### config.mk
export PLATFORM = sky130hd
export DESIGN_NAME = control_sequencer_flat
export DESIGN_NICKNAME = d
export VERILOG_FILES = /design/src/rtl/control_sequencer_if.sv /design/src/rtl/control_sequencer.sv /design/src/flat_wrapper.sv
export SDC_FILE = /design/constraint.sdc
export NUM_CORES = 1
export LEC_CHECK = 0
export ABC_AREA = 1
export CAP_MARGIN = 20
export CORE_MARGIN = 3
export CORE_UTILIZATION = 35
export DETAILED_ROUTE_END_ITERATION = 16
export DONT_BUFFER_PORTS = 1
export GPL_ROUTABILITY_DRIVEN = 0
export PLACE_DENSITY = 0.57
export SLEW_MARGIN = 20
export SYNTH_ARGS = -nofsm -noshare
export SYNTH_HDL_FRONTEND = slang
export SYNTH_SLANG_ARGS = --single-unit
export TNS_END_PERCENT = 50
### constraint.sdc
create_clock -name clk_main -period 2 [get_ports clk_main]
set_clock_uncertainty 0.1 [all_clocks]
set_input_delay 0.3 -clock clk_main [delete_from_list [all_inputs] [get_ports clk_main]]
set_output_delay 0.3 -clock clk_main [all_outputs]
set_load 0.1 [all_outputs]
### src/rtl/control_sequencer_if.sv
// Bundle of every signal between the control sequencer and the ROM,
// the data memory and the register/ALU datapath.
interface control_sequencer_if;
    logic [15:0] instr_in;
    logic [15:0] BusA;
    logic        Z;
    logic        mem_ack;
    logic [5:0]  pc;
    logic [3:0]  DR;
    logic [3:0]  SA;
    logic [3:0]  SB;
    logic [3:0]  FS;
    logic        MB;
    logic        MD;
    logic        RW;
    logic        MP;
    logic        mem_req;
    logic        mem_we;
    logic        halted;

    modport master (
        input  instr_in, BusA, Z, mem_ack,
        output pc, DR, SA, SB, FS, MB, MD, RW, MP, mem_req, mem_we, halted
    );

    modport slave (
        output instr_in, BusA, Z, mem_ack,
        input  pc, DR, SA, SB, FS, MB, MD, RW, MP, mem_req, mem_we, halted
    );
endinterface

### src/rtl/control_sequencer.sv
// Multi-cycle control unit: fetches from the program ROM, decodes into the
// datapath control fields and runs loads/stores over a req/ack handshake.
module control_sequencer #(
    parameter logic [3:0] FS_PASSA = 4'h0,
    parameter logic [3:0] FS_PASSB = 4'h7,
    parameter logic [5:0] RESET_PC = 6'd0
) (
    input  logic                clk_main,
    input  logic                reset,
    control_sequencer_if.master bus
);

    typedef enum logic [1:0] {FETCH, EXEC, MEM_WAIT, HALT} state_t;

    state_t      state, stateNext;
    logic [15:0] ir;
    logic [5:0]  pcReg, pcNext;
    logic [3:0]  op;
    logic [3:0]  fs;
    logic        mb, md, rw, mp, memReq, memWe, halted;

    assign op = ir[15:12];

    // Upper bits of BusA never matter: jump targets are 6 bits wide.
    logic unusedBusA;
    assign unusedBusA = ^bus.BusA[15:6];

    // State, PC and instruction register; IR only loads during FETCH so the
    // register fields stay stable through EXEC and the whole memory wait.
    always_ff @(posedge clk_main) begin
        if (reset) begin
            state <= FETCH;
            pcReg <= RESET_PC;
            ir    <= '0;
        end else begin
            state <= stateNext;
            pcReg <= pcNext;
            if (state == FETCH)
                ir <= bus.instr_in;
        end
    end

    // Next state, next PC and the decoded control outputs.
    always_comb begin
        stateNext = state;
        pcNext    = pcReg;
        fs        = 4'h0;
        mb        = 1'b0;
        md        = 1'b0;
        rw        = 1'b0;
        mp        = 1'b0;
        memReq    = 1'b0;
        memWe     = 1'b0;
        halted    = 1'b0;
        case (state)
            FETCH: begin
                pcNext    = pcReg + 6'd1;
                stateNext = EXEC;
            end
            EXEC: begin
                stateNext = FETCH;
                case (op)
                    4'h0, 4'h1, 4'h2, 4'h3, 4'h4, 4'h5, 4'h6, 4'h7: begin
                        fs = {1'b0, op[2:0]};
                        rw = 1'b1;
                    end
                    4'h8: begin
                        fs = FS_PASSB;
                        mb = 1'b1;
                        rw = 1'b1;
                    end
                    4'h9, 4'hA: begin
                        // mem_ack is deliberately ignored here; a stale ack
                        // must not complete a request that was just issued.
                        memReq    = 1'b1;
                        memWe     = (op == 4'hA);
                        stateNext = MEM_WAIT;
                    end
                    4'hB: begin
                        fs = FS_PASSA;
                        if (bus.Z)
                            pcNext = pcReg + {{2{ir[11]}}, ir[11:8]};
                    end
                    4'hC: begin
                        mp     = 1'b1;
                        rw     = 1'b1;
                        pcNext = {ir[5:4], ir[3:0]};
                    end
                    4'hD: pcNext = bus.BusA[5:0];
                    4'hE: ;
                    default: stateNext = HALT;
                endcase
            end
            MEM_WAIT: begin
                memReq = 1'b1;
                memWe  = (op == 4'hA);
                if (bus.mem_ack) begin
                    stateNext = FETCH;
                    if (op == 4'h9) begin
                        md = 1'b1;
                        rw = 1'b1;
                    end
                end
            end
            default: halted = 1'b1;
        endcase
        // While reset is held every enable and request is forced quiet,
        // whatever state the machine is leaving.
        if (reset) begin
            fs     = 4'h0;
            mb     = 1'b0;
            md     = 1'b0;
            rw     = 1'b0;
            mp     = 1'b0;
            memReq = 1'b0;
            memWe  = 1'b0;
            halted = 1'b0;
        end
    end

    assign bus.pc      = pcReg;
    assign bus.DR      = ir[11:8];
    assign bus.SA      = ir[7:4];
    assign bus.SB      = ir[3:0];
    assign bus.FS      = fs;
    assign bus.MB      = mb;
    assign bus.MD      = md;
    assign bus.RW      = rw;
    assign bus.MP      = mp;
    assign bus.mem_req = memReq;
    assign bus.mem_we  = memWe;
    assign bus.halted  = halted;

endmodule

### src/flat_wrapper.sv
// flat-port wrapper written by rule: the top's interface ports become plain ports
module control_sequencer_flat 
#(
    parameter logic [3:0] FS_PASSA = 4'h0,
    parameter logic [3:0] FS_PASSB = 4'h7,
    parameter logic [5:0] RESET_PC = 6'd0
)
  (clk_main, reset, bus_instr_in, bus_BusA, bus_Z, bus_mem_ack, bus_pc, bus_DR, bus_SA, bus_SB, bus_FS, bus_MB, bus_MD, bus_RW, bus_MP, bus_mem_req, bus_mem_we, bus_halted);
  control_sequencer_if bus_i ();
  input  logic clk_main;
  input  logic reset;
  input wire logic [$bits(bus_i.instr_in)-1:0] bus_instr_in;
  input wire logic [$bits(bus_i.BusA)-1:0] bus_BusA;
  input wire logic [$bits(bus_i.Z)-1:0] bus_Z;
  input wire logic [$bits(bus_i.mem_ack)-1:0] bus_mem_ack;
  output wire logic [$bits(bus_i.pc)-1:0] bus_pc;
  output wire logic [$bits(bus_i.DR)-1:0] bus_DR;
  output wire logic [$bits(bus_i.SA)-1:0] bus_SA;
  output wire logic [$bits(bus_i.SB)-1:0] bus_SB;
  output wire logic [$bits(bus_i.FS)-1:0] bus_FS;
  output wire logic [$bits(bus_i.MB)-1:0] bus_MB;
  output wire logic [$bits(bus_i.MD)-1:0] bus_MD;
  output wire logic [$bits(bus_i.RW)-1:0] bus_RW;
  output wire logic [$bits(bus_i.MP)-1:0] bus_MP;
  output wire logic [$bits(bus_i.mem_req)-1:0] bus_mem_req;
  output wire logic [$bits(bus_i.mem_we)-1:0] bus_mem_we;
  output wire logic [$bits(bus_i.halted)-1:0] bus_halted;
  assign bus_i.instr_in = bus_instr_in;
  assign bus_i.BusA = bus_BusA;
  assign bus_i.Z = bus_Z;
  assign bus_i.mem_ack = bus_mem_ack;
  assign bus_pc = bus_i.pc;
  assign bus_DR = bus_i.DR;
  assign bus_SA = bus_i.SA;
  assign bus_SB = bus_i.SB;
  assign bus_FS = bus_i.FS;
  assign bus_MB = bus_i.MB;
  assign bus_MD = bus_i.MD;
  assign bus_RW = bus_i.RW;
  assign bus_MP = bus_i.MP;
  assign bus_mem_req = bus_i.mem_req;
  assign bus_mem_we = bus_i.mem_we;
  assign bus_halted = bus_i.halted;
  control_sequencer #(.FS_PASSA(FS_PASSA), .FS_PASSB(FS_PASSB), .RESET_PC(RESET_PC)) u_core (.clk_main(clk_main), .reset(reset), .bus(bus_i));
endmodule
-- Word level (Yosys, flattened, before mapping)
Cells that the tools add are included.
- input bits: 36
- memories: 0
- word-level logic and storage cells: 65
- bits in latches: 0
- flip-flop bits (word level): 24
- memory bits (read-only): 0
- memory bits (writable): 0
- reductions and logical operators: 11
- div/mod/pow operators: 0
- mux-type cells: 30
- shifts and indexed selects: 0
- bitwise logic cells: 0
- add/subtract/negate cells: 2
- magnitude comparators: 0
- equality and inequality tests: 19
- multipliers: 0
- operators by type and width (operator ; count):
    $eq A4 B4 Y1 const B ; 7
    $mux W1 ; 18
    $pmux W6 S3 ; 1
    $eq A4 B3 Y1 const B ; 4
    $reduce_or A13 Y1 ; 1
    $pmux W6 S2 ; 1
    $reduce_or A10 Y1 ; 1
    $eq A4 B2 Y1 const B ; 2
    $mux W4 ; 2
    $reduce_or A8 Y1 ; 1
    $add A6 B1 Y6 const B ; 1
    $add A6 B6 Y6 ; 1
    $mux W6 ; 1
    $pmux W1 S2 ; 3
    $pmux W2 S3 ; 1
    $pmux W3 S2 ; 1
    $eq A4 B1 Y1 const B ; 1
    $logic_not A4 Y1 ; 1
    $ne A4 B3 Y1 const B ; 1
    $pmux W2 S2 ; 1
    $ne A3 B3 Y1 const B ; 1
    $reduce_and A3 Y1 ; 1
    $reduce_bool A3 Y1 ; 1
    $reduce_or A3 Y1 ; 1
    other kinds (8) ; 8

-- Depth between registers and ports, before layout
- word-level depth: 5
- gate-level depth with buffers: 11
- mapped depth without buffers: 11

-- Least setup slack after synthesis
Ideal clock, no wire load.
- path type: register to output
- from: register u_core.state[1]
- to: output bus_FS[0]
- path buffers: 0
- arrival: 3.014 ns
- path slack: -1.414 ns
- cell stages (with the launch flop): 7
- required time: 1.600 ns
- path through: dfxtp_1 -> inv_1 -> ha_1 -> inv_1 -> nor2_1 -> nand2_1 -> o21ai_0
- cells in the longest elaborated chain, start to end: 3
- ends and longest elaborated chain (element ; RTL line ; source):
    from (decl) ; control_sequencer.sv:15 ; state_t state, stateNext;
    from (signal assigned) ; control_sequencer.sv:36 ; state <= stateNext;
    $eq A2 B1 Y1 ; control_sequencer.sv:55 ; case (state)
    $mux W4 ; control_sequencer.sv:55 ;
    $mux W4 ; control_sequencer.sv:109 ; if (reset) begin
    to (decl) ; flat_wrapper.sv:20 ; output wire logic [$bits(bus_i.FS)-1:0] bus_FS;
No other way between the ends.

-- Worst setup path after layout
- from: register u_core.state[1]
- to: output bus_mem_req
- cells in the longest elaborated chain, start to end: 3
- ends and longest elaborated chain (element ; RTL line ; source):
    $eq A2 B2 Y1 / $eq A2 B1 Y1 (equally long branches) ; control_sequencer.sv:55 ;
    $pmux W1 S2 * ; control_sequencer.sv:55 ;
    $mux W1 * ; control_sequencer.sv:109 ;
    to (decl) ; flat_wrapper.sv:25 ; output wire logic [$bits(bus_i.mem_req)-1:0] bus_mem_req;
Mark *: on every way between the ends. The rest lies on a longest branch, timed or not.

==> results by group <==
Status
  – Status: completed

Yosys
  – Synth cell types: 27
  – FF+latch count, synth: 24
  – Synth area leaders: dfxtp_1 28%, nor2_1 12%, nand2_1 9.2%
  – Cells after Synth: 269
  – Post-synthesis sequential area ratio: 27.97%
  – Syn Std Cell Area: 0.001718 sq mm
  – Post-synthesis average cell area: 6.386 sq um
  – Share of the synthesized area in the top cell type: 27.97%
  – Dominant cell type by area after synthesis: dfxtp_1
  – Syn Nets: 316
  – Warnings from Yosys: 0

Floorplanning
  – Die height: 76.06 microns
  – Initial core utilization: 37.89%
  – Core region area: 0.004534 sq mm
  – Die W: 76.06 microns
  – Die area: 0.005785 sq mm
  – Rows: 24
  – Boundary Pins: 65

STA
  – Final setup fails: 0
  – Worst Tran Pin Value: 0.5915 ns
  – RSZ-0062 raised after global routing: true
  – Final hold viol count: 0
  – F_max: 0.5078 GHz
  – Slew HR: 60.52%
  – Tmin final: 1.969 ns
  – Setup TNS Final: 0 ns
  – Hold_ws: 0.05464 ns
  – Final slew viol count: 0
  – Final period utilization: 98.46%

Setup path
  – Worst Path Required: 1.60 ns
  – Crit end category: output port
  – Worst reg2reg setup slack: 0.31 ns
  – Crit path DAT: 1.57 ns
  – Worst reg2reg startpoint: u_core.bus.pc[0]
  – CP Class: register to output port
  – RR Endpoint: u_core.bus.pc[1]
  – Crit path to: bus_mem_req
  – Cells on worst reg2reg path: 7
  – Crit path launch type: register
  – Critical path origin: u_core.state[1]
  – Crit Path Max Fanout: 4

Drt
  – Drt drc: 0
  – Avg WL per Cell: 12.61 microns
  – Routed vias: 1,720
  – Iter 0 DRT Violations: 90
  – Antenna Nets Post-Route: 0
  – Drt first pass iters: 4
  – Total wire length: 4579 microns
  – Detailed-route vias per instance: 4.738

GRT
  – Initial antenna violation count: 0
  – GRT Total Usage: 15.70%
  – Largest net degree at the start of global routing: 24
  – Overflow left after global routing: 0
  – Vias in the first global route: 1,592
  – First-pass GRT wire length: 7507 microns

Clocking
  – Clk buf depth: 2
  – CTS Buf Count: 3
  – H-tree levels: 1
  – Reg clk slew, reported paths: 0.10 ns
  – Clock Tree Root: clkbuf_8
  – Clk Latency, worst-skew pair: 0.28 ns
  – CTS tree: yes
  – CTS Sinks: 24

Power and ir drop
  – Worst vdd ir: 0.0005233 V
  – Pwr/cell area: 786.2 mW/mm^2
  – Pleak: 1.077 nW

Finish
  – Nets: 346
  – Most frequent cells in the layout: 48 x nor2_1, 40 x nand2_1, 33 x buf_4
  – Antenna cells: 0
  – Final non-filler cell total: 363
  – Share of layout cells above drive strength 1: 30.54%
  – Finished Cell Area: 0.002392 sq mm
  – Layout area overhead: 39.26%
  – Most common cell after layout, fill and taps aside: nor2_1

Place
  – Post-DP HPWL: 3489 microns
  – IO buf count: 0
  – DP Cell Count: 352
  – Placed Area: 0.002130 sq mm

Hold path
  – Hold crit path type: input port to register
  – Hold path depth: 2

Flow run
  – Max_cap viols: 0
-- cell type report --
type | instances | area (sq um)
fillers | 433 | 2142
multi-input cells | 197 | 1177
flip-flops and latches | 24 | 499.2
repair buffers | 44 | 449.2
inverters | 29 | 113.9
well taps | 65 | 81.33
clock buffers | 3 | 41.29
clock inverters | 1 | 30.03
-- worst max-delay path: stages, from the launching register on --
cell and delay [ns]:
dfxtp_4 0.38, inv_4 0.07, ha_4 0.15, nor2_1 0.05, inv_1 0.08, nand3_2 0.09, a31o_2 0.22, inv_2 0.07
buf_12 0.17
-- registers in the layout, summed over array words and instances, names as in the netlist --
name / cells
u_core.bus.pc: 6
u_core.ir: 16
u_core.state: 2
-- cells by family (layout without fill, tap and decap cells) --
kind of cell    after synthesis  in the layout  synth area share, %
compound gates               46             46                14.13
xor+xnor                      3              3                1.530
fa+ha+maj                    11             11                8.449
buf+inv                      48             77                13.55
flops                        24             24                27.97
other cells                   1              1               0.2183
simple gates                136            136                34.16
-- per-layer routing --
metal / global-route usage [%] / part of all wire, %
met1: 20.52 / 45
met2: 26.06 / 47
met3: 4.137 / 6.8
met4: 3.261 / 1.1
met5: 0 / 0
-- Yosys cell counts, drive strengths merged --
| library cell | n |
|---|---|
| buf | 16 |
| a31o | 1 |
| and2 | 1 |
| nor3 | 2 |
| or2 | 2 |
| conb | 1 |
| inv | 29 |
| dfxtp | 24 |
| nor2 | 57 |
| a21oi | 15 |
| nand2 | 45 |
| ha | 10 |
| nand3b | 2 |
| fa | 1 |
| o21ai | 28 |
| o21a | 1 |
| clkbuf | 3 |
| nand4 | 2 |
| xor2 | 3 |
| nand3 | 25 |
| a21o | 1 |
-- stage by stage --
step | util, % | setup slack (ns) | power [mW]
2_1_floorplan | - | -0.3406 | 1.255
3_3_place_gp | 46.96 | 0.1379 | 1.391
3_5_place_dp | 46.96 | 0.1118 | 1.400
4_1_cts | 51.41 | 0.01171 | 1.881
5_1_grt | 52.76 | -0.02039 | 1.993
6_report | 52.76 | 0.03084 | 1.881
-- power by group --
group | switching, mW | leakage (nW) | internal (mW)
sequential | 0.0456 | 0.203 | 0.530
clock | 0.171 | 0.0357 | 0.268
combinational | 0.623 | 0.839 | 0.243
-- how the worst min path moves through the flow --
| stage | from | slack (ns) | endpoint |
|---|---|---|---|
| floorplan | bus_instr_in[0] | 0.33 | u_core.ir[0] |
| global placement | reset | 0.27 | u_core.bus.pc[2] |
| detailed placement | reset | 0.27 | u_core.bus.pc[2] |
| CTS | bus_instr_in[2] | 0.05 | u_core.ir[2] |
| global route | bus_instr_in[8] | 0.07 | u_core.ir[8] |
| finish | bus_instr_in[2] | 0.05 | u_core.ir[2] |
-- timing repair --
item,4_1_cts,5_1_grt
pin swaps,6,6
gates resized for setup,32,7
endpoints found under the hold margin,5,0
buffers inserted,1,5
hold buffers,1,0
setup endpoints to repair,8,3
cloned,0,0
Note: power is estimated with default switching activity, not from simulation.
==> RTL change 1: new RTL, same flow settings <==
Remove the case item `4'hB` of the case on `op`.
--- a/src/rtl/control_sequencer.sv
+++ b/src/rtl/control_sequencer.sv
@@ -77,9 +77,4 @@
                         stateNext = MEM_WAIT;
                     end
-                    4'hB: begin
-                        fs = FS_PASSA;
-                        if (bus.Z)
-                            pcNext = pcReg + {{2{ir[11]}}, ir[11:8]};
-                    end
                     4'hC: begin
                         mp     = 1'b1;
Function: changed (Yosys sat finds a counterexample within 4 cycles, from zero or initial values and one cycle with reset high).
==> RTL change 1 against the original RTL <==
- sequential cell count stayed put
- worst setup slack better by 0.053 ns
- global-route usage is 0.97 points lower
- wire length is 22% lower
- clock power is 36% lower
- die area is 14% lower
- total power is 21% lower
- cell area is 19% lower
- maximum frequency is 2.7% higher
- synthesized cell count is 20% lower
- synthesized area is 15% lower
- via count is 19% lower
- critical path type unchanged
- largest cell class unchanged
==> RTL change 1: results (changes against the original RTL) <==
status=finished clean; DRT Pass-1 Iters=4 (unchanged); Sw Ratio=0.4540 (+0.007789); number of DRC markers in iteration 0=169 (+88%); TritonCTS Buffers=3 (unchanged); Hold Slack=0.07513 ns (+0.02049 ns); slowest CP cell=dfxtp_2; Post-synth top cells=inv_1 (29), nand2_1 (28), dfxtp_1 (24), nor2_1 (24); Area contributors post-synth=dfxtp_1 (33%), inv_1 (7.5%), nand2_1 (7.2%); reg2reg end=u_core.bus.pc[3]$_SDFFE_PP0P_; largest net degree at the start of global routing=26 (+8.3%); inverters=34 (+17%); Crit path max-delay family=flip-flops; R2R Setup Slk=0.47 ns (+0.16 ns); hold endpoint=u_core.ir[8]$_SDFFE_PP0P_; Post-Syn Instances=215 (-20%); first-pass GRT wire length=6037 um (-20%); pre-CTS setup slack=0.2468 ns (+0.1350 ns); GRT Util Overall=0.1474 (-0.009663); nets=279 (-19%); Power Density=772.8 nW/um^2 (-1.7%); clk cell area share=0.02141 (-0.008397); maximum VDD drop=0.3681 mV (-30%); met1 usage=0.1880 (-0.01719); share of cells above drive strength 1=0.3093 (+0.003953); sequential cell area share=0.2524 (+0.04375); GRT met2 Usage=0.2339 (-0.02675); worst r2r path cells=10 (+3); M3 GR Usage=0.05180 (+0.01043); # port buffers=0 (unchanged); Layout area overhead=32.73%; Mapped Nets=256 (-19%); sequential power=0.569 mW (-1%); multi-input gates=139 (-29%); routed vias/inst=4.894 (+3.3%); min-delay src=bus_instr_in[8]; Placed Area=1792 um^2 (-16%); clock network fraction of design power=0.189 (-0.044); Plain + repair buffers=36 (-18%); P_leak=0.8841 nW (-18%); total number of vias=1390 (-19%); Clk Latency, worst-skew pair=0.26 ns (-0.02 ns); Layout fillers=378 (-13%); Worst EP arrival=1.52 ns (-0.05 ns); Crit Reg-Reg Startpoint=u_core.state[0]$_SDFFE_PP0P_; via count of the first global-routing pass=1339 (-16%); hpwl dp=2658 um (-24%); routed wl met3=287 um (-7.4%); met2 wire length=1683 um (-23%); setup bufs post-CTS=0 (-1); NonClk Buf Share=0.1999 (+0.01211)
[RTL change 1: worst max-delay path by stage]
stage                     cells after the start         end                    startpoint  slack (ns)
final                                         7  bus_mem_we  u_core.state[0]$_SDFFE_PP0P_        0.08
after global routing                          7  bus_mem_we  u_core.state[0]$_SDFFE_PP0P_       -0.01
after CTS                                     7  bus_mem_we  u_core.state[0]$_SDFFE_PP0P_        0.03
after detailed placement                      7  bus_mem_we  u_core.state[0]$_SDFFE_PP0P_        0.25
after global placement                        7  bus_mem_we  u_core.state[0]$_SDFFE_PP0P_        0.25
after floorplan                               3  bus_halted  u_core.state[0]$_SDFFE_PP0P_       -0.20
[RTL change 1: cells by family after synthesis]
family                     synth area share
AOI/OAI and AO/OA                    0.1998
adders and majority gates           0.04307
buffers and inverters                0.1714
DFF                                  0.3307
other                              0.002582
and+or+nand+nor                      0.2524
==> RTL change 2: new RTL, same flow settings <==
Without the edit above. `FS_PASSB` is set to 4'h7 in 2 places; all go to 4'h5.
--- a/src/rtl/control_sequencer.sv
+++ b/src/rtl/control_sequencer.sv
@@ -3,5 +3,5 @@
 module control_sequencer #(
     parameter logic [3:0] FS_PASSA = 4'h0,
-    parameter logic [3:0] FS_PASSB = 4'h7,
+    parameter logic [3:0] FS_PASSB = 4'h5,
     parameter logic [5:0] RESET_PC = 6'd0
 ) (
--- a/src/flat_wrapper.sv
+++ b/src/flat_wrapper.sv
@@ -3,5 +3,5 @@
 #(
     parameter logic [3:0] FS_PASSA = 4'h0,
-    parameter logic [3:0] FS_PASSB = 4'h7,
+    parameter logic [3:0] FS_PASSB = 4'h5,
     parameter logic [5:0] RESET_PC = 6'd0
 )
Formal check against the unedited RTL: not equivalent (Yosys sat finds a counterexample within 4 cycles, from zero or initial values and one cycle with reset high).
==> RTL change 2 against the original RTL <==
- sequential power is essentially flat
- cell area is 0.47% lower
- wire length increased by 5.2%
- sequential cell count unchanged
- total power fell by 8.6%
- critical path depth did not move
- synthesized area is 6.9% higher
- register-to-register slack worse by 0.08 ns
- clock power fell by 22%
- worst setup slack worse by 0.018 ns
- largest power group unchanged
- highest routed layer unchanged
==> RTL change 2: results (changes against the original RTL) <==
status=finished clean; met1 usage=0.2167 (+0.01154); Mapped Nets=328 (+3.8%); largest net degree at the start of global routing=22 (-8.3%); total number of vias=1789 (+4.0%); Sequential Power Share=0.335 (+0.029); reg2reg end=u_core.bus.pc[4]$_SDFFE_PP0P_; Placed Area=2235 um^2 (+4.9%); M3 GR Usage=0.03670 (-0.004674); Crit path max-delay family=flip-flops; register area=491.7 um^2 (-1.5%); DP Cell Count=361 (+2.6%); hold endpoint=u_core.state[1]$_SDFFE_PP0P_; min-delay src=reset; Netlist cell types=34 (+26%); core area=4911 um^2 (+8.3%); H-tree depth=1 (unchanged); number of DRC markers in iteration 0=103 (+14%); Post-Syn Instances=281 (+4.5%); first-pass GRT wire length=8459 um (+13%); actual slew at the worst max-slew pin=0.6222 ns (+0.03070 ns); area share of fa/ha/maj cells after synthesis=0.07902 (-0.005467); Post-synth top cells=nor2_1 (57), nand2_1 (43), inv_1 (28); post-synthesis sequential area ratio=0.2616 (-0.01810); Compound-Gate Fraction of Synth Area=0.1199 (-0.02141); Comb pwr share=0.465 (+0.005); xor-xnor portion of the synthesized cell area=0.01431 (-0.0009898); CP Launch Point=u_core.state[0]$_SDFFE_PP0P_; hold depth=1 (-1); pre-CTS setup slack=0.1025 ns (-0.009304 ns); hpwl dp=3773 um (+8.1%); P_leak=1.094 nW (+1.5%); share of cells above drive strength 1=0.3158 (+0.01042); Total Wirelength=4819 um (+5.2%); Sw Ratio=0.4644 (+0.01812); Layout fillers=502 (+16%); R2R Setup Slk=0.23 ns (-0.08 ns); fin worst setup slack=0.01266 ns (-0.01818 ns); asr flop ratio synth=0 (unchanged); Worst EP arrival=1.59 ns (+0.02 ns); nets=352 (+1.7%); Max FO, Critical Path=3 (-1); maximum VDD drop=0.4255 mV (-19%); Crit Reg-Reg Startpoint=u_core.ir[8]$_SDFFE_PP0P_; Area contributors post-synth=dfxtp_1 (26%), nor2_1 (12%), nand2_1 (8.8%); GRT Util Overall=0.1696 (+0.01257); worst r2r path cells=11 (+4); combinational power=0.799 mW (-7.7%); Hold Slack=0.009279 ns (-0.04536 ns); Non-Filler Instances=371 (+2.2%)
==> RTL change 2: cell types whose count changed after synthesis, sizes merged, moves of 4 or more <==
cell and change:
nor2 +8, inv +6, clkbuf +4, o21ai -4
a21oi -5
==> RTL change 2: final cells by class <==
class                      count  area share
timing repair buffer          41      0.1755
multi-input combinational    200      0.4982
tap                           67     0.03521
inverter                      35     0.06148
clock buffer                   4     0.02312
sequential                    24      0.2065
==> RTL change 2: per-layer routing <==
| metal | part of all wire | wire, um |
|---|---|---|
| met4 | 0.0098 | 47 |
| met1 | 0.46 | 2216 |
| met5 | 0 | 0 |
| met2 | 0.47 | 2242 |
| met3 | 0.065 | 312 |
==> RTL change 2: timing repair <==
| action | CTS | global route |
|---|---|---|
| pin swaps | 4 | 6 |
| hold buffers | 1 | 0 |
| hold endpoints to repair | 2 | 0 |
| setup buffers | 3 | 2 |
| gates resized for setup | 7 | 7 |
| endpoints found under the setup margin | 9 | 8 |
